[config.mk]
export PLATFORM = sky130hd
export DESIGN_NAME = fifo_uart_tx
export DESIGN_NICKNAME = d
export VERILOG_FILES = /design/src/rtl/fifo_uart_tx_pkg.sv /design/src/rtl/uart_bit_timer.sv /design/src/rtl/fifo_uart_tx.sv
export SDC_FILE = /design/constraint.sdc
export NUM_CORES = 1
export LEC_CHECK = 0
export ABC_CLOCK_PERIOD_IN_PS = 2450
export CORE_ASPECT_RATIO = 0.75
export CORE_MARGIN = 3
export CORE_UTILIZATION = 23
export DETAILED_ROUTE_END_ITERATION = 8
export GPL_TIMING_DRIVEN = 0
export PLACE_DENSITY = 0.43
export SLEW_MARGIN = 15
export SYNTH_ARGS = -nofsm -noshare
export SYNTH_HDL_FRONTEND = slang
export SYNTH_HIERARCHICAL = 1
export SYNTH_SLANG_ARGS = --single-unit
export TNS_END_PERCENT = 20
[constraint.sdc]
create_clock -name clk_rd -period 2.45 [get_ports clk_rd]
set_input_delay 0.3675 -clock clk_rd [delete_from_list [all_inputs] [get_ports clk_rd]]
set_output_delay 0.3675 -clock clk_rd [all_outputs]
set_load 0.005 [all_outputs]
[src/rtl/fifo_uart_tx_pkg.sv]
// fifo_uart_tx_pkg: shared FSM encoding and line levels for the FIFO-fed UART transmitter
package fifo_uart_tx_pkg;
  typedef enum logic [2:0] {
    IDLE  = 3'd0,
    FETCH = 3'd1,
    LOAD  = 3'd2,
    START = 3'd3,
    DATA  = 3'd4,
    STOP  = 3'd5
  } state_t;
  localparam logic UART_IDLE_LEVEL  = 1'b1;
  localparam logic UART_START_LEVEL = 1'b0;
endpackage

[src/rtl/uart_bit_timer.sv]
// uart_bit_timer: free-running bit-period counter with clear, ticks on the last cycle of each bit
module uart_bit_timer #(
  parameter int CLKS_PER_BIT = 16,
  parameter int CNT_WIDTH    = 16
) (
  input  logic clk,
  input  logic rst,
  input  logic clr,
  output logic bit_tick
);
  logic [CNT_WIDTH-1:0] cnt;
  assign bit_tick = cnt == CNT_WIDTH'(CLKS_PER_BIT - 1);
  always_ff @(posedge clk or negedge rst) begin
    if (!rst) cnt <= '0;
    else cnt <= (clr || bit_tick) ? '0 : cnt + CNT_WIDTH'(1);
  end
endmodule

[src/rtl/fifo_uart_tx.sv]
// fifo_uart_tx: drains an async FIFO read port and serialises each word as UART 8N1, LSB first
module fifo_uart_tx
  import fifo_uart_tx_pkg::*;
#(
  parameter int DATA_WIDTH      = 8,
  parameter int CLKS_PER_BIT    = 16,
  parameter int CNT_WIDTH       = 16,
  parameter int FRAME_CNT_WIDTH = 16
) (
  input  logic                       clk_rd,
  input  logic                       rst,
  input  logic                       en_tx,
  input  logic                       empty,
  input  logic [DATA_WIDTH-1:0]      fifo_dout,
  output logic                       en_rd,
  output logic                       tx,
  output logic                       busy,
  output logic                       tx_done,
  output logic [FRAME_CNT_WIDTH-1:0] frames_sent
);
  localparam int IW = $clog2(DATA_WIDTH + 1);
  state_t state, state_n;
  logic [DATA_WIDTH-1:0] shift_reg, shift_n;
  logic [IW-1:0] idx, idx_n;
  logic tx_n, bit_tick;
  uart_bit_timer #(.CLKS_PER_BIT(CLKS_PER_BIT), .CNT_WIDTH(CNT_WIDTH)) u_timer (
    .clk(clk_rd),
    .rst(rst),
    .clr(state == IDLE || state == FETCH || state == LOAD),
    .bit_tick(bit_tick)
  );
  assign en_rd   = state == FETCH;
  assign busy    = state != IDLE;
  assign tx_done = state == STOP && bit_tick;
  always_comb begin
    state_n = state;
    shift_n = shift_reg;
    idx_n   = idx;
    unique case (state)
      IDLE:  if (en_tx && !empty) state_n = FETCH;
      FETCH: state_n = LOAD;
      LOAD: begin
        state_n = START;
        shift_n = fifo_dout;
      end
      START: if (bit_tick) begin
        state_n = DATA;
        idx_n   = '0;
      end
      DATA: if (bit_tick) begin
        shift_n = shift_reg >> 1;
        idx_n   = idx + IW'(1);
        if (idx == IW'(DATA_WIDTH - 1)) state_n = STOP;
      end
      STOP:    if (bit_tick) state_n = IDLE;
      default: state_n = IDLE;
    endcase
    // tx is computed from next state so the flop holds the level for the cycle it applies to
    tx_n = state_n == START ? UART_START_LEVEL : state_n == DATA ? shift_n[0] : UART_IDLE_LEVEL;
  end
  always_ff @(posedge clk_rd or negedge rst) begin
    if (!rst) begin
      state       <= IDLE;
      shift_reg   <= '0;
      idx         <= '0;
      tx          <= UART_IDLE_LEVEL;
      frames_sent <= '0;
    end else begin
      state     <= state_n;
      shift_reg <= shift_n;
      idx       <= idx_n;
      tx        <= tx_n;
      if (tx_done) frames_sent <= frames_sent + FRAME_CNT_WIDTH'(1);
    end
  end
endmodule

======== Word level (Yosys, flattened, before mapping) ========
Cells that the tools add are included.
word-level totals
  register bits ........................... 48
  bits of input ports ..................... 12
  output and inout bits ................... 20
operators by class
  add/sub/neg operators ................... 3
  eq/ne operators ......................... 11
  multiplexer cells ....................... 14
  reduce and logical (&&, ||, !) cells .... 12
operators by type and width
  cell                   count
  $add 16x1->16 const B  2
  $pmux 3 s6             1
  $eq 16x4->1 const B    1
  $mux 16                1
  $pmux 8 s2             1
  $mux 3                 5
  $eq 3x2->1 const B     3
  $eq 3x3->1 const B     3
  $mux 4                 2
  $mux 8                 1
  $pmux 4 s2             1
  $add 4x1->4 const B    1
  $eq 4x3->1 const B     1
  $ne 2x2->1 const B     2
  $reduce_bool 2->1      2
  $eq 3x1->1 const B     1
  $logic_not 3->1        1
  $logic_or 1x1->1       3
  $reduce_and 3->1       1
  $reduce_bool 3->1      1
  $logic_and 1x1->1      2
  $mux 1                 2
  $reduce_and 2->1       1
  $logic_not 1->1        1

======== Logic depth before layout (Yosys ltp) ========
  depth after elaboration ................. 7
  mapped depth ............................ 9
  gate-level depth less buffers ........... 8

======== Hierarchy ========
The synthesis kept the hierarchy.
modules (own cells, without submodules)
  module          instances  cells each  area each (µm²)  seq. area each (µm²)
  fifo_uart_tx    1          153         1547.7           802.0
  uart_bit_timer  1          80          787.0            400.4

======== Least setup slack after synthesis ========
OpenSTA, ideal clock, no wires.
  kind .................................... register -> register
  from .................................... reg u_timer.cnt[9]
  to ...................................... reg frames_sent[13]
  arrival ................................. 2.375 ns
  required time ........................... 2.326 ns
  setup slack ............................. -0.049 ns
  stages on the path, launching flop included .. 9
  path buffers ............................ 1
  clock period less this slack ............ 2.499 ns
  cells stage by stage .................... dfrtp_1 -> or4_1 -> nor4_2 -> and4b_1 -> buf_4 -> and3_4 -> nor4b_4 -> nand3_1 -> xnor2_1
between the ends
  longest elaborated chain between the ends .. 2
ends and longest elaborated chain
  element                 line                  RTL
  from (decl)             uart_bit_timer.sv:11  logic [CNT_WIDTH-1:0] cnt;
  from (signal assigned)  uart_bit_timer.sv:15  else cnt <= (clr || bit_tick) ? '0 : cnt + CNT_WIDTH'(1);
  $eq 16x4->1             uart_bit_timer.sv:12  assign bit_tick = cnt == CNT_WIDTH'(CLKS_PER_BIT - 1);
  via bit_tick            fifo_uart_tx.sv:25    logic tx_n, bit_tick;
  $logic_and 1x1->1       fifo_uart_tx.sv:34    assign tx_done = state == STOP && bit_tick;
  via tx_done             fifo_uart_tx.sv:18    output logic tx_done,
  to (signal assigned)    fifo_uart_tx.sv:73    if (tx_done) frames_sent <= frames_sent + FRAME_CNT_WIDTH'(1);
  to (decl)               fifo_uart_tx.sv:19    output logic [FRAME_CNT_WIDTH-1:0] frames_sent
The timed path passes the listed nets, and every way through them passes these cells.
A chain may end at the register's enable or synchronous reset.

======== Final worst setup path ========
  from .................................... reg u_timer.cnt[15]
  to ...................................... reg frames_sent[13]
between the ends
  longest elaborated chain between the ends .. 2
ends and longest elaborated chain
  element            line
  $eq 16x4->1        uart_bit_timer.sv:12
  via bit_tick       fifo_uart_tx.sv:25
  $logic_and 1x1->1  fifo_uart_tx.sv:34
The timed path passes the listed nets, and every way through them passes these cells.

==> summary.md <==
| Metric | Value |
|---|---|
| Result of the run | finished, violations left |
| Clock insertion delay at the later pin of the skew report | 0.28 ns |
| TritonCTS Buffers | 5 |
| Number of max-slew violations in the final report | 0 |
| Setup slack, reg-to-reg | -0.14 ns |
| Failing checks | setup timing |
| Depth of the worst register-to-register path | 9 |
| Initial Util | 23.89% |
| Clock tree from TritonCTS | done |
| Setup repair after global routing missed its margin | yes |
| Area grow syn2layout | 32.26% |
| F_max | 0.3855 GHz |
| Portion of the post-synthesis area used by sequential elements | 51.50% |
| Least setup slack across all paths after layout | -0.1441 ns |
| Sequential Area | 1202 um^2 |
| Part of the cycle the worst path needs | 105.9% |
| First-pass GRT wire length | 9446 um |
| Via density per instance | 4.298 |
| Cells along the critical path | or4_4 -> nor4_4 -> and4b_1 -> buf_6 -> buf_6 -> and3_4 -> nor4b_4 -> nand3_1 -> xnor2_1 |
| Antenna violations before repair | 0 |
| Boundary Pins | 32 |
| Data arrival, critical path | 2.76 ns |
| Filler cells | 1057 |
| Count of maximum capacitance violations | 0 |
| Overall track demand over capacity in global routing | 10.31% |
| Launching element type of the critical path | flop |
| Clock transition at the register clock pins on the worst setup and hold paths after CTS | 0.07 ns |
| Post-Route WL | 5239 um |
| Hold WC Path Type | in2async |
| Maximum root-to-sink buffer count | 2 |
| Tmin final | 2.594 ns |
| Library cells used by synthesis | 41 |
| VDD IR max | 239.1 uV |
| Average wire per cell in the routed design | 12.69 um |
| Vias in the first global route | 1899 |
| Final count of negative-setup-slack endpoints | 7 |
| Slowest CP cell | sky130_fd_sc_hd__or4_4 |
| Slew at the pin with the worst max-slew slack | 0.5058 ns |
| Placed Instance Area | 2841 um^2 |
| Final standard cell area without fillers | 3088 um^2 |
| Post-route DRC | 0 |
| Die area | 11410 um^2 |
| Clock sink total | 48 |
| Most common flop cell mapped by yosys | sky130_fd_sc_hd__dfrtp_1 |
| Nets | 295 |
| Root buffer cell | sky130_fd_sc_hd__clkbuf_16 |
| Top fanout value on the critical path | 4 |
| Count of flip-flops with a built-in enable after synthesis | 0 |
| Antenna fix cells | 0 |
| Count of port buffers added during placement | 31 |
| Share of the core filled with cells | 31.59% |
| Total nets after synthesis | 248 |
| Crit. End Element | flop |
| Syn_area_per_cell | 10.02 um^2 |
| Proportion of register bits with asynchronous set or reset after synthesis | 100.0% |
| GRT overflow | 0 |
| Largest net degree at the start of global routing | 31 |
| Die outline height | 93.26 um |
| Pre-Repair DR Iteration Count | 7 |
| CTS hold repair buffers | 0 |
| Leakage | 1.334 nW |
| Worst setup path class | reg2reg |
| Number of nets still failing antenna checks after routing | 0 |
| Sum of net half-perimeters after detailed placement | 3552 um |
| # rows | 31 |
| Worst path required time | 2.62 ns |
| H-tree depth reported by CTS | 2 |
| Via count | 1775 |
| Synthesized netlist cell count | 233 |
| Power density over the cells | 499.0 nW/um^2 |
| Overall die width | 122.3 um |
| Skew final | 0.006086 ns |
| DRC violation total after the first TritonRoute iteration | 57 |
| Worst slew slack as a fraction of its limit | 66.28% |
| Most numerous cell on the critical path | sky130_fd_sc_hd__buf_6 |
| Final Wtd Congestion | 0.7631 |
| Synth Register Bits | 48 |
| Hold violation count in the final report | 0 |
| Yosys Warn Count | 6 |
| Post-synthesis instance area | 2335 um^2 |
| Combined area of the multi-input logic cells | 1089 um^2 |
| Area inside the core boundary | 9774 um^2 |
| Largest stage delay on the critical path | 0.55 ns |
| Share of final-layout standard cells stronger than drive strength 1 | 12.81% |
cells in the final DEF (no fill, tap or decap), drive strengths merged, types with 2 or more instances in the layout:
master         synthesis  final
a21oi                 12     12
a22oi                  6      6
a32o                   2      2
and3                   6      6
buf                    5     15
clkbuf                 5     12
clkdlybuf4s50          0     29
dfrtp                 47     47
ha                     3      3
inv                    5      5
nand2                 29     29
nand3                 12     12
nand4                  8      8
nor2                  27     27
nor2b                  3      3
nor3                   7      7
nor3b                  3      3
nor4                   5      5
o21ai                  2      2
or4                    3      3
xnor2                 22     22
xor2                   7      7
critical path, delay by kind of cell (launching register included):
family                    cells  cell delay [ns]
xor gates and xnor gates      1             0.13
buffers and inverters         2             0.20
DFF                           1             0.39
and+or+nand+nor               6             1.74
cells in the mapped netlist (2+ instances only):
master                     count  share of area (%)
sky130_fd_sc_hd__nand3_1      12                2.6
sky130_fd_sc_hd__nor3_1        7                1.5
sky130_fd_sc_hd__and3_1        5                1.3
sky130_fd_sc_hd__ha_1          3                1.6
sky130_fd_sc_hd__nor2_1       27                4.3
sky130_fd_sc_hd__nand2_1      28                4.5
sky130_fd_sc_hd__a22oi_1       6                1.9
sky130_fd_sc_hd__dfrtp_1      47                 50
sky130_fd_sc_hd__clkbuf_1      5               0.80
sky130_fd_sc_hd__or4_1         3               0.96
sky130_fd_sc_hd__nor4_1        4                1.1
sky130_fd_sc_hd__buf_4         2               0.64
sky130_fd_sc_hd__xor2_1        7                2.6
sky130_fd_sc_hd__nor3b_1       3               0.96
sky130_fd_sc_hd__a32o_1        2               0.86
sky130_fd_sc_hd__inv_1         5               0.80
sky130_fd_sc_hd__nand4_1       8                2.1
sky130_fd_sc_hd__xnor2_1      22                8.3
sky130_fd_sc_hd__nor2b_1       3               0.80
sky130_fd_sc_hd__o21ai_0       2               0.43
sky130_fd_sc_hd__a21oi_1      12                2.6
cells by family after synthesis:
group                      Yosys count  synth area share, %
xor gates and xnor gates            29                10.88
and+or+nand+nor                    110                24.33
buffers and inverters               15                3.590
muxes                                1               0.4823
AOI/OAI and AO/OA                   27                7.610
adders and majority gates            3                1.608
DFF                                 48                51.50
stage by stage:
step	setup WS, ns	hold WS, ns	std cells	total power [mW]	TNS [ns]
3_5_place_dp	-0.2870	0.3619	397	0.8671	-3.211
2_1_floorplan	0.004543	0.07191	233	0.8245	0
6_report	-0.1441	0.04629	413	1.541	-0.6884
4_1_cts	-0.1684	0.05438	413	1.577	-0.9173
5_1_grt	-0.2966	0.06537	413	1.620	-1.758
3_3_place_gp	-0.5302	0.4628	396	0.8631	-28.74
where the power goes:
part / total, mW / internal, mW / switching (mW)
Sequential: 0.803 / 0.800 / 0.00342
Clock: 0.691 / 0.407 / 0.284
Combinational: 0.0472 / 0.0235 / 0.0237
path summary, 6_finish.rpt:
kind / to / startpoint
max in group asynchronous: state[2] / rst
min: shift_reg[5] / rst
min in group clk_rd: frames_sent[15] / frames_sent[15]
max reg2reg: frames_sent[13] / u_timer/cnt[15]
min reg2reg: frames_sent[15] / frames_sent[15]
max: frames_sent[13] / u_timer/cnt[15]
timing repair:
action	CTS	global route
gates resized for setup	6	3
setup endpoints to repair	22	10
buffers inserted	9	0
pin swaps	8	6
metal layers:
metal	share of wire (%)	vias up	global-route usage, %
met5	0	-	0
li1	-	897	-
met4	1.1	0	3.541
met3	3.1	5	2.297
met1	55	843	15.47
met2	40	30	14.45
cell type report:
type	instances	share of cell area [%]
clock inverter	1	0.2431
tap	132	5.348
inverter	5	0.6078
sequential	48	38.94
buffer	9	2.188
timing repair buffer	41	12.80
multi-input combinational	170	35.25
clock buffer	7	4.619
Note: power is estimated with default switching activity, not from simulation.
